--- config.mk ---
export PLATFORM = sky130hd
export DESIGN_NAME = uart_rx
export DESIGN_NICKNAME = d
export VERILOG_FILES = /design/src/rtl/uart_rx.sv
export SDC_FILE = /design/constraint.sdc
export NUM_CORES = 1
export LEC_CHECK = 0
export BUFFER_PORTS_ARGS = -buffer_cell sky130_fd_sc_hd__buf_2
export CAP_MARGIN = 0
export CORE_UTILIZATION = 45
export DETAILED_ROUTE_END_ITERATION = 8
export PLACE_DENSITY = 0.65
export SETUP_SLACK_MARGIN = 0.1
export SLEW_MARGIN = 25
export SYNTH_ARGS = -nofsm -noshare
export SYNTH_HDL_FRONTEND = slang
export SYNTH_SLANG_ARGS = --single-unit
export TNS_END_PERCENT = 100
--- constraint.sdc ---
create_clock -name clk -period 2.9 [get_ports clk]
set_clock_uncertainty 0.1 [all_clocks]
set_input_delay 0.58 -clock clk [delete_from_list [all_inputs] [get_ports clk]]
set_output_delay 0.58 -clock clk [all_outputs]
set_load 0.005 [all_outputs]
--- src/rtl/uart_rx.sv ---
// UART receive front end: 16x oversampled 8N1 deserializer with 3-sample majority vote,
// valid/ready output stage and pulsed framing/overrun error flags.
module uart_rx #(
  parameter int unsigned DATA_BITS = 8
) (
  input  logic                 clk,
  input  logic                 rst_n,
  input  logic                 baud_16x_tick,
  input  logic                 rx,
  output logic [DATA_BITS-1:0] rx_data,
  output logic                 rx_valid,
  input  logic                 rx_ready,
  output logic                 frame_err,
  output logic                 overrun_err
);

  localparam int unsigned TCNT_W = 4;
  localparam int unsigned BCNT_W = $clog2(DATA_BITS);
  localparam logic [TCNT_W-1:0] T_SAMP0  = TCNT_W'(7);
  localparam logic [TCNT_W-1:0] T_SAMP1  = TCNT_W'(8);
  localparam logic [TCNT_W-1:0] T_DECIDE = TCNT_W'(9);
  localparam logic [TCNT_W-1:0] T_LAST   = TCNT_W'(15);
  localparam logic [BCNT_W-1:0] LAST_BIT = BCNT_W'(DATA_BITS - 1);

  typedef enum logic [2:0] {
    IDLE      = 3'd0,
    START     = 3'd1,
    DATA      = 3'd2,
    STOP      = 3'd3,
    WAIT_HIGH = 3'd4
  } state_t;

  state_t               state;
  logic                 rx_meta;
  logic                 rx_s;
  logic [TCNT_W-1:0]    tcnt;
  logic [BCNT_W-1:0]    bit_cnt;
  logic [DATA_BITS-1:0] shreg;
  logic                 samp0;
  logic                 samp1;
  logic                 maj_c;

  // Two-flop synchronizer, idle-high reset so no false start after reset
  always_ff @(posedge clk or negedge rst_n) begin
    if (!rst_n) begin
      rx_meta <= 1'b1;
      rx_s    <= 1'b1;
    end else begin
      rx_meta <= rx;
      rx_s    <= rx_meta;
    end
  end

  // Majority of the samples at tcnt 7 and 8 and the live sample at tcnt 9
  always_comb begin
    maj_c = (samp0 & samp1) | (samp0 & rx_s) | (samp1 & rx_s);
  end

  always_ff @(posedge clk or negedge rst_n) begin
    if (!rst_n) begin
      state       <= IDLE;
      tcnt        <= '0;
      bit_cnt     <= '0;
      shreg       <= '0;
      samp0       <= 1'b1;
      samp1       <= 1'b1;
      rx_data     <= '0;
      rx_valid    <= 1'b0;
      frame_err   <= 1'b0;
      overrun_err <= 1'b0;
    end else begin
      frame_err   <= 1'b0;
      overrun_err <= 1'b0;

      // Handshake path is independent of the tick path; a load below overrides it
      if (rx_valid && rx_ready) begin
        rx_valid <= 1'b0;
      end

      if (baud_16x_tick) begin
        if (tcnt == T_SAMP0) samp0 <= rx_s;
        if (tcnt == T_SAMP1) samp1 <= rx_s;

        case (state)
          IDLE: begin
            if (!rx_s) begin
              state <= START;
              tcnt  <= TCNT_W'(1);
            end
          end

          START: begin
            if (tcnt == T_DECIDE && maj_c) begin
              state <= IDLE;
              tcnt  <= '0;
            end else begin
              tcnt <= tcnt + TCNT_W'(1);
              if (tcnt == T_LAST) begin
                state   <= DATA;
                bit_cnt <= '0;
              end
            end
          end

          DATA: begin
            tcnt <= tcnt + TCNT_W'(1);
            if (tcnt == T_DECIDE) begin
              shreg <= {maj_c, shreg[DATA_BITS-1:1]};
            end
            if (tcnt == T_LAST) begin
              if (bit_cnt == LAST_BIT) begin
                state <= STOP;
              end else begin
                bit_cnt <= bit_cnt + BCNT_W'(1);
              end
            end
          end

          STOP: begin
            if (tcnt == T_DECIDE) begin
              tcnt <= '0;
              if (maj_c) begin
                // Leave early so the next start edge is caught with margin
                state <= IDLE;
                if (!rx_valid || rx_ready) begin
                  rx_data  <= shreg;
                  rx_valid <= 1'b1;
                end else begin
                  overrun_err <= 1'b1;
                end
              end else begin
                frame_err <= 1'b1;
                state     <= WAIT_HIGH;
              end
            end else begin
              tcnt <= tcnt + TCNT_W'(1);
            end
          end

          WAIT_HIGH: begin
            if (rx_s) begin
              state <= IDLE;
            end
          end

          default: begin
            state <= IDLE;
            tcnt  <= '0;
          end
        endcase
      end
    end
  end

endmodule
==> impl_metrics.ini <==
[clocking]
clk_root_buffer_cell = clkbuf_4
cts.clk_slew.worst_paths_ns = 0.09
tritoncts = yes
htree_levels = 2
clock_tree.buffer_depth = 2
cts_hold_buffers = 0
clkLatencyLatePin_ns = 0.33
cts_repair_resize_count = 0
post_cts_buffers = 0
clock_net_sink_count = 33
cts_made_buffers = 5

[sta]
setup-tns-final_ns = 0
max_slew.worst_pin.slew_ns = 0.6986
worst_case_headroom_to_the_max_slew_limit_pct = 53.43
timing_hold_violations_final = 0
rsz_0062_raised_after_global_routing = no
finalWorstPathRequiredPeriod_ns = 2.210
report.final.slew_viol_count = 0
finalWorstSetupSlack_ns = 0.6904
final_setup_violation_count = 0
timing.final.crit_share_pct = 76.19
maxClockFrequency_mhz = 452.6

[drt]
totalWireLength_mm = 2.743
drcViolationCount = 0
initialDrtViolationCount = 59
viasPerCell = 5.461
detail-route-antenna-nets = 0
routed_wire_length_per_instance_um = 14.36
num_vias = 1043
detail_route.first_pass.iterations = 4

[logic_synthesis]
synth.largest_area_cell = dfrtp_1
post_synth_num_cell_types = 41
postSynthCellCount = 129
yosys_warnings = 0
post_synth_instance_area_um2 = 1600
ys_seq_elements = 33
synth.top_cell.area_share_pct = 45.35
postSynthAreaPerCell_um2 = 12.41
syn_nets = 139
ys_top_cells_by_area = dfrtp_1, mux2_2, dfstp_2
yosysSeqAreaShare_pct = 51.92

[placed_design]
finalWeightedCongestion = 0.8435
dpl.hpwl_mm = 1.979
pre_cts_slack_ns = 0.7058
place.port_buffers = 15
placedInstanceArea_um2 = 1670

[critical_path]
critPathMaxStageDelay_ns = 0.46
critPathSlowestCell = a2111oi_2
timing.setup.critical_path_class = reg -> reg
timing.critical_path.from_type = flop
endpoint_kind = flop
cp_cell_instances = ha_1 > mux2i_1 > a211o_1 > a2111oi_2 > mux2_1
timing.critical_path.fanout_max = 7
arrival_ns = 2.32
crit_required_ns = 3.02
crit_buf_inv = 0
critical-path-top-delay-family = compound AO/OA/AOI/OAI gates

[flow_run]
drv.max_cap_violation_count = 0

[global_route]
global_route.overflow_total = 0
grt_pass1_vias = 976
global_route.usage.total_pct = 16.30
grt_first_pass_wirelength_mm = 4.291
grt_antenna_before_repair = 0
pin_count_of_the_biggest_net_entering_global_routing = 34

[finish]
final_cell_area_um2 = 1722
layout_common_cells = dfrtp_1, mux2_2, buf_2, nor2_1
fillerInstances = 332
most_frequent_standard_cell_in_the_layout_excluding_fill_and_tap_cells = dfrtp_1
antenna_cells = 0
design.final.nets = 154
layout_cell_share_with_drive_strength_beyond_1_pct = 33.79
layout-area-overhead-vs-synth_pct = 7.584

[floorplan]
die_x_um = 61.64
starting_density_of_the_core_pct = 47.58
placeable_area_um2 = 3363
core.rowCount = 21
die-area_um2 = 3799
ios = 16
floorplan.die.height_um = 61.64

[power_and_ir_drop]
power.density_nw_per_um2 = 770.6
power.static_leakage_nw = 0.8522
ir_drop_mv = 0.3647

[status]
outcome = completed

[min_path]
min_delay_path_class = in -> async
-- final timing paths --
kind | startpoint | end | slack (ns) | depth (start not counted)
max | tcnt[0] | state[2] | 0.69 | 5
min | rst_n | state[1] | 0.19 | 1
max reg2reg | tcnt[0] | state[2] | 0.69 | 5
min reg2reg | rx_meta | rx_s | 0.27 | 0
max in group asynchronous | rst_n | state[2] | 2.07 | 1
min in group clk | rx | rx_meta | 0.24 | 1
-- synthesized netlist by cell type --
| library cell | number |
|---|---|
| a2111oi_2 | 1 |
| a211o_1 | 1 |
| a211oi_1 | 1 |
| a21o_1 | 1 |
| a221o_1 | 1 |
| a22o_1 | 2 |
| a22oi_2 | 1 |
| a32o_1 | 1 |
| a41oi_1 | 1 |
| and3b_2 | 1 |
| buf_2 | 2 |
| buf_6 | 3 |
| clkbuf_2 | 1 |
| clkbuf_8 | 1 |
| dfrtp_1 | 29 |
| dfstp_2 | 4 |
| ha_1 | 5 |
| inv_1 | 5 |
| maj3_2 | 1 |
| mux2_1 | 4 |
| mux2_2 | 17 |
| mux2i_1 | 1 |
| nand2_1 | 5 |
| nand2b_1 | 4 |
| nand3_1 | 2 |
| nand3b_1 | 2 |
| nand4_1 | 2 |
| nand4b_1 | 3 |
| nor2_1 | 8 |
| nor2_2 | 1 |
| nor2b_1 | 1 |
| nor3_1 | 4 |
| nor4_1 | 1 |
| o211ai_1 | 1 |
| o21ai_0 | 4 |
| o21ai_1 | 1 |
| o21bai_1 | 1 |
| o221a_2 | 1 |
| o31ai_1 | 2 |
| or3b_1 | 1 |
| xnor2_1 | 1 |
-- cell families (layout without fill, tap and decap cells) --
family	Yosys count	in the layout	share of synthesized area [%]
buffers and inverters	12	28	5.082
AND/OR/NAND/NOR	35	35	12.20
adder cells (fa/ha/maj)	6	6	4.613
XOR/XNOR	1	1	0.5474
flip-flops	33	33	51.92
AO/OA/AOI/OAI	20	20	10.24
multiplexers	22	22	15.40
-- report_power, final --
group          internal, mW  total [mW]  switching, mW
sequential            0.541       0.672          0.131
clock                0.0922       0.240          0.148
combinational         0.204       0.415          0.211
-- layer usage --
layer,vias to the layer above,wire [µm],track usage [%]
met5,-,0,0
met4,0,50,9.206
met3,6,85,5.252
met2,18,1284,24.12
met1,521,1322,21.01
li1,498,-,-
-- state kept, by name, indices dropped and copies added, names as in the netlist, 3 cells and up --
register  cells
rx_data       8
state         3
bit_cnt       3
tcnt          4
shreg         8
-- final cells by class --
type | instances | area, µm² | area share, %
clock inverters | 2 | 10.01 | 0.5814
repair buffers | 15 | 75.07 | 4.360
well taps | 46 | 57.56 | 3.343
flip-flops and latches | 33 | 830.8 | 48.26
clock buffers | 6 | 41.29 | 2.398
multi-input cells | 84 | 688.2 | 39.97
inverters | 5 | 18.77 | 1.090
-- stage by stage --
stage                     utilization, %  power, mW  hold WS, ns  cells
after detailed placement           49.67      1.092       0.2481    183
after global routing               51.19      1.423       0.2154    191
after floorplan                        -      1.023       0.1844    129
after global placement             49.67      1.068       0.2454    183
after CTS                          51.19      1.334       0.2005    191
final                              51.19      1.327       0.1851    191
No activity file was read; power rests on OpenSTA's default activity.
